File: src/rtl/seg7_pkg.sv
// Shared widths, FSM encoding, display-set payload and hex segment patterns for the seg7 scanner.
package seg7_pkg;

  localparam int unsigned NUM_DIGITS = 8;
  localparam int unsigned IDX_W      = 3;
  localparam int unsigned NIB_W      = 4;
  localparam int unsigned HEX_W      = NUM_DIGITS * NIB_W;
  localparam int unsigned SEG7_W     = 7;
  localparam int unsigned SEG_W      = 8;
  localparam int unsigned CNT_W      = 8;

  localparam logic [NUM_DIGITS-1:0] AN_OFF  = '1;
  localparam logic [SEG_W-1:0]      SEG_OFF = '1;

  typedef enum logic [0:0] {
    ST_BLANK = 1'b0,
    ST_DRIVE = 1'b1
  } scan_state_e;

  typedef struct packed {
    logic [HEX_W-1:0]      hex;
    logic [NUM_DIGITS-1:0] dots;
    logic [NUM_DIGITS-1:0] blank;
  } disp_set_t;

  // Active-low {g,f,e,d,c,b,a} patterns; element n is the glyph for hex digit n.
  localparam logic [15:0][SEG7_W-1:0] SEG_LUT = {
    7'h0E, 7'h06, 7'h21, 7'h46, 7'h03, 7'h08, 7'h10, 7'h00,
    7'h78, 7'h02, 7'h12, 7'h19, 7'h30, 7'h24, 7'h79, 7'h40
  };

endpackage

File: src/rtl/seg7_decode.sv
// Combinational hex nibble to active-low 7-segment pattern.
module seg7_decode
  import seg7_pkg::*;
(
  input  logic [NIB_W-1:0]  hex_i,
  output logic [SEG7_W-1:0] seg_c_o
);

  assign seg_c_o = SEG_LUT[hex_i];

endmodule

File: src/rtl/seg7_scan.sv
// Eight-digit multiplexed 7-segment scanner: blanking gap between digits and
// double-buffered display data that only swaps at the frame boundary.
module seg7_scan
  import seg7_pkg::*;
#(
  parameter int unsigned BLANK_CYCLES = 4
) (
  input  logic                  clk,
  input  logic                  rst,
  input  logic                  scan_src,
  input  logic                  load,
  input  logic [HEX_W-1:0]      hex_in,
  input  logic [NUM_DIGITS-1:0] dots_in,
  input  logic [NUM_DIGITS-1:0] blank_in,
  output logic [NUM_DIGITS-1:0] an,
  output logic [SEG_W-1:0]      seg,
  output logic                  frame_done
);

  localparam logic [CNT_W-1:0] CNT_LAST = CNT_W'(BLANK_CYCLES - 1);
  localparam logic [IDX_W-1:0] IDX_LAST = IDX_W'(NUM_DIGITS - 1);

  scan_state_e           state_q, state_d;
  logic [IDX_W-1:0]      idx_q, idx_d;
  logic [CNT_W-1:0]      cnt_q, cnt_d;
  logic                  scan_q;
  disp_set_t             shadow_q, shadow_d;
  disp_set_t             active_q, active_d;
  logic                  pending_q, pending_d;
  logic                  frame_done_q, frame_done_d;
  logic [NUM_DIGITS-1:0] an_q, an_d;
  logic [SEG_W-1:0]      seg_q, seg_d;

  logic                  scan_edge_c;
  logic                  wrap_c;
  disp_set_t             load_set_c;
  logic [NIB_W-1:0]      digit_hex_c;
  logic [SEG7_W-1:0]     digit_seg_c;

  assign scan_edge_c = scan_src & ~scan_q;
  assign wrap_c      = scan_edge_c && (idx_q == IDX_LAST);
  assign load_set_c  = {hex_in, dots_in, blank_in};
  assign digit_hex_c = active_q.hex[{idx_q, 2'b00} +: NIB_W];

  seg7_decode u_decode (
    .hex_i   (digit_hex_c),
    .seg_c_o (digit_seg_c)
  );

  // State and datapath registers
  always_ff @(posedge clk) begin
    if (!rst) begin
      state_q      <= ST_BLANK;
      idx_q        <= '0;
      cnt_q        <= '0;
      scan_q       <= 1'b0;
      shadow_q     <= '0;
      active_q     <= '0;
      pending_q    <= 1'b0;
      frame_done_q <= 1'b0;
      an_q         <= AN_OFF;
      seg_q        <= SEG_OFF;
    end else begin
      state_q      <= state_d;
      idx_q        <= idx_d;
      cnt_q        <= cnt_d;
      scan_q       <= scan_src;
      shadow_q     <= shadow_d;
      active_q     <= active_d;
      pending_q    <= pending_d;
      frame_done_q <= frame_done_d;
      an_q         <= an_d;
      seg_q        <= seg_d;
    end
  end

  // Next state: blank timer, digit advance, shadow capture and frame-boundary commit
  always_comb begin
    state_d      = state_q;
    idx_d        = idx_q;
    cnt_d        = cnt_q;
    shadow_d     = shadow_q;
    active_d     = active_q;
    pending_d    = pending_q;
    frame_done_d = 1'b0;

    if (load) begin
      shadow_d  = load_set_c;
      pending_d = 1'b1;
    end

    case (state_q)
      ST_BLANK: begin
        if (cnt_q == CNT_LAST) begin
          state_d = ST_DRIVE;
          cnt_d   = '0;
        end else begin
          cnt_d = cnt_q + CNT_W'(1);
        end
      end
      ST_DRIVE: begin
        cnt_d = cnt_q;
      end
      default: begin
        state_d = ST_BLANK;
        cnt_d   = '0;
      end
    endcase

    // An edge always wins: it also restarts a blank interval already in progress
    if (scan_edge_c) begin
      idx_d   = idx_q + IDX_W'(1);
      cnt_d   = '0;
      state_d = ST_BLANK;
    end

    // A load landing on the wrap edge goes straight to the active set
    if (wrap_c) begin
      frame_done_d = 1'b1;
      if (load) begin
        active_d  = load_set_c;
        pending_d = 1'b0;
      end else if (pending_q) begin
        active_d  = shadow_q;
        pending_d = 1'b0;
      end
    end
  end

  // Output decode; registered above so an/seg lag state/index by one cycle
  always_comb begin
    an_d  = AN_OFF;
    seg_d = SEG_OFF;
    if ((state_q == ST_DRIVE) && !active_q.blank[idx_q]) begin
      an_d[idx_q] = 1'b0;
      seg_d       = {~active_q.dots[idx_q], digit_seg_c};
    end
  end

  assign an         = an_q;
  assign seg        = seg_q;
  assign frame_done = frame_done_q;

endmodule
File: config.mk
export PLATFORM = sky130hd
export DESIGN_NAME = seg7_scan
export DESIGN_NICKNAME = d
export VERILOG_FILES = /design/src/rtl/seg7_pkg.sv /design/src/rtl/seg7_decode.sv /design/src/rtl/seg7_scan.sv
export SDC_FILE = /design/constraint.sdc
export NUM_CORES = 1
export LEC_CHECK = 0
export CAP_MARGIN = 20
export CORE_ASPECT_RATIO = 0.6
export CORE_MARGIN = 3
export CORE_UTILIZATION = 50
export DETAILED_ROUTE_END_ITERATION = 12
export GPL_TIMING_DRIVEN = 0
export PLACE_DENSITY = 0.79
export SETUP_SLACK_MARGIN = 0.1
export SLEW_MARGIN = 30
export SYNTH_ARGS = -nofsm -noshare
export SYNTH_HDL_FRONTEND = slang
export SYNTH_SLANG_ARGS = --single-unit
File: constraint.sdc
create_clock -name clk -period 3.4 [get_ports clk]
set_clock_uncertainty 0.2 [all_clocks]
set_input_delay 0.68 -clock clk [delete_from_list [all_inputs] [get_ports clk]]
set_output_delay 0.68 -clock clk [all_outputs]
set_load 0.005 [all_outputs]
## Word level (Yosys, flattened, before mapping)

Memory sizes are Yosys's and may differ from the RTL's. A register that Yosys moved wholly into a read port is not among the register bits.
Cells that the tools add are included.

- Flip-flop bits (word level): 127
- Memory bits (read-only): 112
- Input port bits: 52
- Memories: 1

Memory list:

| memory | words | width | rd ports | clocked after Yosys merged registers in | wr ports | line | RTL |
|---|---|---|---|---|---|---|---|
| (no name shown) | 16 | 7 | 1 | 1 | 0 | seg7_decode.sv:9 | `assign seg_c_o = SEG_LUT[hex_i];` |

- Add/sub/neg operators: 2
- Magnitude comparators: 3
- Eq/ne operators: 2
- Shift operators: 1
- Muxes and demuxes: 18
- Bitwise logic cells: 5
- Reductions and logical operators: 9

Operators with widths:

| cell | count |
|---|---|
| $mux W48 | 2 |
| $shiftx A32 B6 Y4 | 1 |
| $mux W8 | 2 |
| $mux W1 | 10 |
| $add A8 B1 Y8 const B | 1 |
| $eq A8 B2 Y1 const B | 1 |
| $not A8 Y8 | 1 |
| $mux W7 | 1 |
| $bmux W1 S3 | 2 |
| $lt A4 B5 Y1 const B | 1 |
| $lt A3 B4 Y1 const B | 1 |
| $reduce_and A2 Y1 | 2 |
| $add A3 B1 Y3 const B | 1 |
| $demux W1 S3 | 1 |
| $eq A3 B3 Y1 const B | 1 |
| $ge A3 B1 Y1 const B | 1 |
| $logic_and A1 B1 Y1 | 3 |
| $not A1 Y1 | 3 |
| $logic_not A1 Y1 | 2 |
| $reduce_bool A2 Y1 | 1 |
| $reduce_or A2 Y1 | 1 |
| $and A1 B1 Y1 | 1 |

## Depth between registers and ports, before layout

- Depth after elaboration: 6
- Depth in mapped cells: 11
- Depth with buffers taken out: 9

## By module

From an unflattened synthesis, not the netlist that was laid out.

- Cell total of the unflattened synthesis: 501
- Area, all modules: 5,343.9 um^2

By module, submodules not included:

| module | instances | cells an instance | area an instance (um^2) | seq. area each (um^2) |
|---|---|---|---|---|
| seg7_scan | 1 | 469 | 5,068.6 | 2,542.4 |
| seg7_decode | 1 | 32 | 275.3 | 0.0 |

## Worst setup path before layout

Ideal clock, no wire load.

- Path type: reg2reg
- From: register idx_q[1]
- To: register seg_q[5], in the netlist seg[5]
- Setup time: 0.122 ns
- Data arrival time: 2.392 ns
- Setup slack: 0.686 ns
- Stages on the path, launching flop included: 10
- Path buffers: 1
- Cells stage by stage: dfxtp_1 -> buf_6 -> mux2_1 -> a2111oi_2 -> inv_1 -> ha_1 -> inv_1 -> nor3_1 -> o21bai_1 -> a221o_1

- Longest elaborated chain between the ends: 6
- Elaborated cells between the ends (all ways): 7

RTL lines:

| element | line | RTL |
|---|---|---|
| from (decl) | seg7_scan.sv:24 | `logic [IDX_W-1:0] idx_q, idx_d;` |
| from (signal assigned) | seg7_scan.sv:65 | `idx_q <= idx_d;` |
| $bmux W1 S3 | seg7_scan.sv:134 | `if ((state_q == ST_DRIVE) && !active_q.blank[idx_q]) begin` |
| $mux W1 (not written as such) | seg7_scan.sv:134 |  |
| $logic_not A1 Y1 | seg7_scan.sv:134 |  |
| $logic_and A1 B1 Y1 | seg7_scan.sv:134 |  |
| $reduce_and A2 Y1 (no source line) | - |  |
| $logic_not A1 Y1 (no source line) | - |  |
| to (decl) | seg7_scan.sv:32 | `logic [SEG_W-1:0] seg_q, seg_d;` |

Parallel ways exist; a longest one is shown, timed or not. The select of a mux whose other input is x is not followed.
A chain may end at the register's enable or synchronous reset.

## Worst setup path after layout

Same ends and word-level chain as after synthesis.

==> flow_summary.json <==
{
  "status": "complete, no violations",
  "slowest_stage": "a2111oi_4",
  "cts_made_buffers": 17,
  "finalWorstSetupSlack_ns": 0.356,
  "crit_fanout": 10,
  "grt_pass1_wl_um": 19800,
  "antenna_found_initial": 0,
  "fmax_ghz": 0.329,
  "drt-wirelength-per-cell_um": 16.6,
  "rsz0062_at_grt": "no",
  "finalSetupTns_ns": 0,
  "period_share_pct": 89.5,
  "die_w_um": 139,
  "slew_viol_final": 0,
  "required_ns": 3.49,
  "num_io_pins": 69,
  "grt_max_degree": 17,
  "cts_setup_buffers": 0,
  "seq_area_frac_synth_pct": 47.8,
  "dp_slack_ns": 0.212,
  "ctsHoldBuffers": 0,
  "async_reset_ff_share_pct": 0,
  "ant_nets": 0,
  "crit_arrival_ns": 3.13,
  "cpMostUsedCell": "inv_1",
  "initial_utilization_pct": 52.7,
  "ys_types": 53,
  "critical_path.cell_chain": "buf_6 -> mux2_1 -> a2111oi_4 -> inv_1 -> ha_1 -> inv_1 -> nor3_1 -> o21bai_1 -> a221o_1",
  "die_y_um": 85.9,
  "yosys.area.top_type": "dfxtp_1",
  "hpwl_um": 8790,
  "hold_class": "reg2reg",
  "grt_pass1_vias": 3892,
  "via_per_inst": 5.48,
  "p_leak_nw": 3.23,
  "vias": 4028,
  "crit_start": "idx_q[1]$_SDFFE_PN0P_",
  "cts_root_buf": "clkbuf_16",
  "dr.pass1.iters": 5,
  "total_power_w": 0.00353,
  "regToRegEndpoint": "seg[5]$_SDFF_PN1_",
  "powerDensity_nw_per_um2": 524,
  "cp-start-kind": "flip-flop",
  "coreArea_um2": 10100,
  "routed_wl_um": 12200,
  "setup-violations-final": 0,
  "tightestPinTransition_ns": 0.726,
  "synth_warnings": 0,
  "reg2reg_depth": 9,
  "syn2layout_area_growth_pct": 26.5,
  "worst-path-buf-inv": 3,
  "layout.nets": 650,
  "crit_type": "reg2reg",
  "synth_area_leaders": "dfxtp_1 (48%), mux2i_1 (11%), o211a_1 (9.2%)",
  "drcViolationCount": 0,
  "cts_sinks": 127,
  "grt_util_all_layers_pct": 21.0,
  "slowest_delay_ns": 0.60,
  "whs_endpoint": "active_q[9]$_SDFFE_PN0P_",
  "htree_levels": 4,
  "cp-end-kind": "flip-flop",
  "syn-cell-area_um2": 5320,
  "first_iter_violations": 241,
  "insertion_delay_ns": 0.41,
  "rows": 28,
  "synth_cells": 503,
  "min_from": "active_q[9]$_SDFFE_PN0P_",
  "dieArea_um2": 11900,
  "reg2reg_from": "idx_q[1]$_SDFFE_PN0P_",
  "cts_tree": "yes",
  "grt_overflow": 0,
  "synth-main-ff-cell": "dfxtp_1",
  "synth_top_area_share_pct": 47.8,
  "path_clk_slew_ns": 0.05,
  "critical_path.top_delay_family": "compound AO/OA/AOI/OAI gates",
  "drv_cap": 0,
  "io_buffers": 67,
  "synth_most_common_cell": "dfxtp_1",
  "cts_buffer_depth": 2,
  "hold_violations": 0,
  "min_period_ns": 3.04,
  "synth_edf_count": 0,
  "drive_above_1_share_pct": 9.83,
  "num_antenna_cells": 0,
  "reg2reg_slack_ns": 0.36,
  "timing.hold.ws_ns": 0.298,
  "synthTopCellsByCount": "dfxtp_1 (127), mux2i_1 (58), nand2_1 (57)",
  "maxSlewHeadroom_pct": 51.6,
  "syn_nets": 564,
  "syn_avg_cell_area_um2": 10.6,
  "ir_worst_vdd_uv": 382,
  "min_path_cells": 1,
  "place_congestion": 0.786,
  "ys_ff_latch": 127
}
## placed cells by master, fill, tap and decap left out, types with 3 or more instances in the layout
cell	n
clkinv_2	4
xnor2_1	4
o21ai_0	4
inv_1	5
nor3_1	3
nand3_1	7
clkbuf_1	24
buf_1	3
and2_1	4
dfxtp_1	127
mux2i_1	58
nand2_1	57
a21oi_1	7
mux2_2	3
and3_1	7
a22o_1	3
ha_1	9
clkbuf_16	17
mux4_2	5
nor2_1	12
nor2b_1	56
nand2b_1	3
buf_6	5
o211a_1	49
buf_2	10
clkdlybuf4s50_1	67
nand4_1	4
a221o_1	3
## power breakdown
part | internal [W] | total [W] | switching, W
registers | 0.00153 | 0.00154 | 0.0000132
logic | 0.000135 | 0.000264 | 0.000129
clock network | 0.00110 | 0.00172 | 0.000615
total | 0.00277 | 0.00353 | 0.000758
## worst reg2reg max path, cell delays in order, from the launching register on
cell       delay [ns]
dfxtp_1          0.42
buf_6            0.18
mux2_1           0.42
a2111oi_4        0.60
inv_1            0.17
ha_1             0.25
inv_1            0.06
nor3_1           0.08
o21bai_1         0.20
a221o_1          0.35
## cells by family after synthesis
logic type | synth area share [%]
buf+inv | 4.05
xor+xnor | 0.989
mux | 14.8
fa+ha+maj | 2.12
flops | 47.8
simple gates | 16.0
compound gates | 14.2
## per-layer routing
layer,GRT usage (%),share of wire [%],up-vias
met5,0,0,-
met4,6.22,1.2,0
met3,5.18,5.4,18
met2,31.1,43,128
met1,30.4,51,1938
li1,-,-,1944
## what timing repair did
action | 4_1_cts | 5_1_grt
endpoints found under the setup margin | 0 | 2
gates resized for setup | 0 | 1
endpoints found under the hold margin | 0 | 0
## sequential cells by signal, summed over array words and instances (netlist names)
name / count
state_q: 1
idx_q: 3
shadow_q: 48
cnt_q: 8
pending_q: 1
frame_done: 1
scan_q: 1
an: 8
active_q: 48
seg: 8
## layout make-up
type                            count  area [µm²]
Sequential cell                   127        2540
Tap cell                          135         169
Fill cell                         766        3370
Timing Repair Buffer               67         671
Clock buffer                       23         468
Clock inverter                      7        87.6
Buffer                             38         193
Inverter                            6        22.5
Multi-Input combinational cell    332        2570
## stage by stage
stage	area, µm²	std cells	utilization, %
after floorplan	5320	503	-
after CTS	6710	735	66.5
final	6720	735	66.6
after global routing	6720	735	66.6
after detailed placement	6150	705	61.0
after global placement	6150	705	61.0
## how the worst max path moves through the flow
stage,cells after the start,end
6_report,9,seg[5]$_SDFF_PN1_
5_1_grt,9,seg[5]$_SDFF_PN1_
4_1_cts,9,seg[5]$_SDFF_PN1_
3_5_place_dp,9,seg[5]$_SDFF_PN1_
3_3_place_gp,9,seg[5]$_SDFF_PN1_
2_1_floorplan,9,seg[5]$_SDFF_PN1_
Power figures use the tool's default switching activity.
